==> src/rtl/toggle_handshake_rx.sv <==
`default_nettype none
// ============================================================================
// Module   : toggle_handshake_rx
// Brief    : Two-phase toggle handshake receiver feeding a FWFT FIFO.
// Revision : 1.0
// ============================================================================
module toggle_handshake_rx #(
  parameter int DATA_W      = 8,
  parameter int DEPTH       = 4,
  parameter int SYNC_STAGES = 2
) (
  input  logic                       clk,
  input  logic                       clr,
  input  logic                       req_tgl,
  input  logic [DATA_W-1:0]          req_data,
  output logic                       ack_tgl,
  output logic [DATA_W-1:0]          out_data,
  output logic                       out_valid,
  input  logic                       out_ready,
  output logic [$clog2(DEPTH):0]     level,
  output logic [15:0]                event_cnt,
  output logic                       protocol_err
);

  localparam int PW = $clog2(DEPTH);
  localparam int LW = PW + 1;
  localparam logic [LW-1:0] FULL_LVL = LW'(DEPTH);

  typedef enum logic [0:0] {
    IDLE  = 1'b0,
    STALL = 1'b1
  } state_t;

  state_t                 state_q, state_d;
  logic [SYNC_STAGES-1:0] sync_q, sync_d;
  logic                   prev_q, prev_d;
  logic                   ack_q, ack_d;
  logic [PW-1:0]          wr_ptr_q, wr_ptr_d;
  logic [PW-1:0]          rd_ptr_q, rd_ptr_d;
  logic [LW-1:0]          level_q, level_d;
  logic [15:0]            cnt_q, cnt_d;
  logic                   err_q, err_d;
  logic [DATA_W-1:0]      mem_q [DEPTH];

  logic toggle_seen;
  logic push;
  logic pop;
  logic space;

  always_comb begin
    sync_d      = {sync_q[SYNC_STAGES-2:0], req_tgl};
    prev_d      = sync_q[SYNC_STAGES-1];
    toggle_seen = sync_q[SYNC_STAGES-1] ^ prev_q;
    pop         = (level_q != '0) && out_ready;
    // A same-cycle pop frees a slot, so a full FIFO can still accept.
    space       = (level_q < FULL_LVL) || pop;
    push        = 1'b0;
    state_d     = state_q;
    err_d       = err_q;

    case (state_q)
      IDLE: begin
        if (toggle_seen) begin
          if (space) push = 1'b1;
          else       state_d = STALL;
        end
      end
      STALL: begin
        // Sender flipped again before being acknowledged.
        if (toggle_seen) err_d = 1'b1;
        if (space) begin
          push    = 1'b1;
          state_d = IDLE;
        end
      end
      default: state_d = IDLE;
    endcase

    ack_d    = ack_q ^ push;
    wr_ptr_d = push ? wr_ptr_q + PW'(1) : wr_ptr_q;
    rd_ptr_d = pop  ? rd_ptr_q + PW'(1) : rd_ptr_q;
    cnt_d    = push ? cnt_q + 16'd1 : cnt_q;

    case ({push, pop})
      2'b10:   level_d = level_q + LW'(1);
      2'b01:   level_d = level_q - LW'(1);
      default: level_d = level_q;
    endcase
  end

  always_ff @(posedge clk or posedge clr) begin
    if (clr) begin
      state_q  <= IDLE;
      sync_q   <= '0;
      prev_q   <= 1'b0;
      ack_q    <= 1'b0;
      wr_ptr_q <= '0;
      rd_ptr_q <= '0;
      level_q  <= '0;
      cnt_q    <= '0;
      err_q    <= 1'b0;
    end else begin
      state_q  <= state_d;
      sync_q   <= sync_d;
      prev_q   <= prev_d;
      ack_q    <= ack_d;
      wr_ptr_q <= wr_ptr_d;
      rd_ptr_q <= rd_ptr_d;
      level_q  <= level_d;
      cnt_q    <= cnt_d;
      err_q    <= err_d;
    end
  end

  // Storage carries no reset; occupancy alone decides what is valid.
  always_ff @(posedge clk) begin
    if (push) mem_q[wr_ptr_q] <= req_data;
  end

  assign ack_tgl      = ack_q;
  assign out_data     = mem_q[rd_ptr_q];
  assign out_valid    = (level_q != '0);
  assign level        = level_q;
  assign event_cnt    = cnt_q;
  assign protocol_err = err_q;

endmodule
`default_nettype wire
==> config.mk <==
export PLATFORM = sky130hd
export DESIGN_NAME = toggle_handshake_rx
export DESIGN_NICKNAME = d
export VERILOG_FILES = /design/src/rtl/toggle_handshake_rx.sv
export SDC_FILE = /design/constraint.sdc
export NUM_CORES = 1
export LEC_CHECK = 0
export ABC_CLOCK_PERIOD_IN_PS = 2400
export CAP_MARGIN = 10
export CORE_MARGIN = 4
export CORE_UTILIZATION = 51
export CTS_CLUSTER_DIAMETER = 150
export CTS_CLUSTER_SIZE = 12
export DETAILED_ROUTE_END_ITERATION = 10
export HOLD_SLACK_MARGIN = 0.06
export PLACE_DENSITY = 0.8
export SYNTH_ARGS = -nofsm -noshare
export SYNTH_HDL_FRONTEND = slang
export SYNTH_SLANG_ARGS = --single-unit
==> constraint.sdc <==
create_clock -name clk -period 2.4 [get_ports clk]
set_input_delay 0.24 -clock clk [delete_from_list [all_inputs] [get_ports clk]]
set_output_delay 0.24 -clock clk [all_outputs]
set_load 0.02 [all_outputs]
==> reports/summary.txt <==
Outcome: complete, no violations
Slew headroom: 69.4%
Simple-gate share of the synthesized area: 7.93%
CP cell instances: buf_4, mux4_2, clkdlybuf4s50_1
Adder-cell area share of the yosys netlist: 3.82%
Clock latency on the worst-skew pair: 0.33 ns
DP Worst Slack: 0.0759 ns
WL per Instance: 16.2 µm
Asr flop ratio synth: 47.5%
Area leader, netlist: edfxtp_1
Detailed Routing Iterations Pass 1: 4
Final HPWL DP: 3060 µm
Fillcell total: 319
CTS Buf Count: 9
Multiplexer share of the synthesized area: 8.08%
Tmin final: 2.19 ns
First-pass GRT wire length: 7600 µm
PortBufs: 41
Register bit total from synthesis: 61
Xor/xnor share of the synthesized area: 8.38%
Setup WS post-layout: 0.208 ns
Mapped Cells: 149
CP Launch Type: flop
Post-Syn Area: 2490 µm²
Worst-path clk slew: 0.06 ns
Max Slew Vio Count: 0
Row Count: 25
1st-iter DRT viols: 41
Tot GR Track Use: 16.7%
Final core occ: 68.0%
Mapped Avg Cell Area: 16.7 µm²
Worst path top cell family by delay: buffers and inverters
Hold Buf Count CTS: 0
Pin count of the biggest net entering global routing: 30
Vias in the first global route: 1496
Crit path buf inv count: 2
Worst hold path class: input port to asynchronous set/reset pin
Hold Vio Cnt, Final: 0
Initial antenna violation count: 0
Synthesis-to-layout area growth: 28.9%
Warnings, synthesis: 0
Post-synth EDFFs: 32
Num Clock Sinks: 61
Layout cells sized above 1: 17.1%
Die width: 77.9 µm
Pwr dens: 1220 nW/µm²
I/O Pins: 42
Worst Tran Pin Value: 0.459 ns
Worst VDD drop: 0.000724 V
Tcrit/Tclk final: 91.3%
Share of the yosys chip area belonging to registers: 67.7%
Syn nets: 168
DRC: 0
Routability Congestion: 0.761
GRT overflow: 0
Vias: 1374
Setup Crit Path Kind: flop to primary output
Max incr delay on CP: 0.56 ns
Layout Nets: 219
Max Cap Viol: 0
Initial Utilization: 52.8%
Worst EP arrival: 1.95 ns
Die area: 6070 µm²
Htree depth: 3
FMAX: 0.456 GHz
Placeable core area: 4720 µm²
Top cell type's share of synthesized area: 38.6%
Root Driver: clkbuf_8
Final setup vio count: 0
RSZ-0062 raised after global routing: false
Unique masters post-synth: 32
Crit-path max FO: 10
Longest Clk Path Bufs: 2
Top_reg_cell synth: edfxtp_1
Postcts setup bufs: 0
Post-synthesis compound-gate area fraction: 2.21%
Post_cts resized: 0
WL final: 4420 µm
Setup Total Neg Slack: 0 ns
Final Skew: 0.00446 ns
Post-route ant nets: 0
Via/cell ratio: 5.05
Area contributors post-synth: edfxtp_1 39%, dfrtp_1 29%, mux4_2 7.2%
Largest family of logic cells by synthesized area: XOR/XNOR gates
Slowest cell on the critical path: clkdlybuf4s50_1
Die Height: 77.9 µm
LEAKAGE: 1.27 nW
# diodes: 0
CP Capture Type: primary output
TritonCTS clock tree: yes
Min Hold Slack: 0.284 ns
Critical Path RT: 2.16 ns
cell usage in the layout, fill, tap and decap left out:
cell	Yosys	routed
mux2i_1	1	1
and4_1	1	1
and3_1	3	3
o2111a_2	1	1
nand2_1	3	3
mux4_2	8	8
xor2_2	1	1
xor2_1	11	11
clkbuf_1	0	1
clkbuf_8	0	11
nand4_1	6	6
a21o_2	1	1
edfxtp_1	32	32
mux2_2	1	1
nor2_1	4	4
or2b_2	1	1
clkdlybuf4s50_1	0	41
and4_2	1	1
ha_1	6	6
bufinv_16	0	2
clkinv_2	0	2
inv_1	7	7
o21a_1	1	1
buf_4	1	3
o211ai_4	1	1
nor3b_2	2	2
fa_1	1	1
and2_1	5	5
dfrtp_1	29	29
nand3_1	3	3
xnor2_1	11	11
nor3_1	2	2
o21ai_0	1	1
or3_1	1	1
synth_stat cells, types with 2 or more instances:
cell,instances
edfxtp_1,32
dfrtp_1,29
xnor2_1,11
xor2_1,11
mux4_2,8
inv_1,7
ha_1,6
nand4_1,6
and2_1,5
nor2_1,4
and3_1,3
nand2_1,3
nand3_1,3
nor3_1,2
nor3b_2,2
worst min-delay path: cells and delay by family:
family / cells / cell delay [ns]
buffers and inverters: 3 / 0.77
final timing paths:
kind                       slack (ns)  depth (start not counted)         from      endpoint
max in group asynchronous        1.85                          3          clr      level[1]
setup / recovery                 0.21                          3  rd_ptr_q[0]   out_data[1]
hold / removal                   0.28                          3          clr  event_cnt[5]
min in group clk                 0.35                          0    sync_q[0]     sync_q[1]
hold reg to reg                  0.35                          0    sync_q[0]     sync_q[1]
setup reg to reg                 0.34                          9     level[2]      level[2]
power breakdown:
| group | internal, W | total, W | switching [W] |
|---|---|---|---|
| clock network | 0.000638 | 0.00101 | 0.000372 |
| logic | 0.000681 | 0.00135 | 0.000672 |
| registers | 0.00137 | 0.00157 | 0.000199 |
state kept, by name, summed over array words and instances (netlist names):
name	count
ack_tgl	1
event_cnt	16
level	3
mem_q	32
prev_q	1
protocol_err	1
rd_ptr_q	2
state_q	1
sync_q	2
wr_ptr_q	2
kinds of logic (layout without fill, tap and decap cells):
family	after synthesis	in the layout
mux	10	10
simple gates	32	32
xor+xnor	23	23
buf+inv	11	67
fa+ha+maj	7	7
flops	61	61
compound gates	5	5
layer usage:
layer	wire length [µm]	up-vias	track usage, %	share of wire, %
met3	201	14	3.94	4.6
met5	0	-	0	0
met2	2100	42	25.2	47
li1	-	643	-	-
met1	1980	675	21.4	45
met4	140	0	11.5	3.2
layout make-up:
| cell class | count | area, µm² | area share, % |
|---|---|---|---|
| flip-flops and latches | 61 | 1690 | 52.5 |
| multi-input cells | 77 | 758 | 23.6 |
| well taps | 67 | 83.8 | 2.61 |
| inverters | 7 | 26.3 | 0.818 |
| clock inverters | 4 | 70.1 | 2.18 |
| clock buffers | 12 | 155 | 4.83 |
| repair buffers | 44 | 433 | 13.5 |
stage by stage:
stage | instances | total power (W) | area, µm²
3_5_place_dp | 256 | 0.00296 | 2990
6_report | 272 | 0.00393 | 3210
5_1_grt | 272 | 0.00416 | 3210
3_3_place_gp | 256 | 0.00290 | 2990
4_1_cts | 272 | 0.00398 | 3210
2_1_floorplan | 149 | 0.00239 | 2490
(Power assumes the default switching activity.)
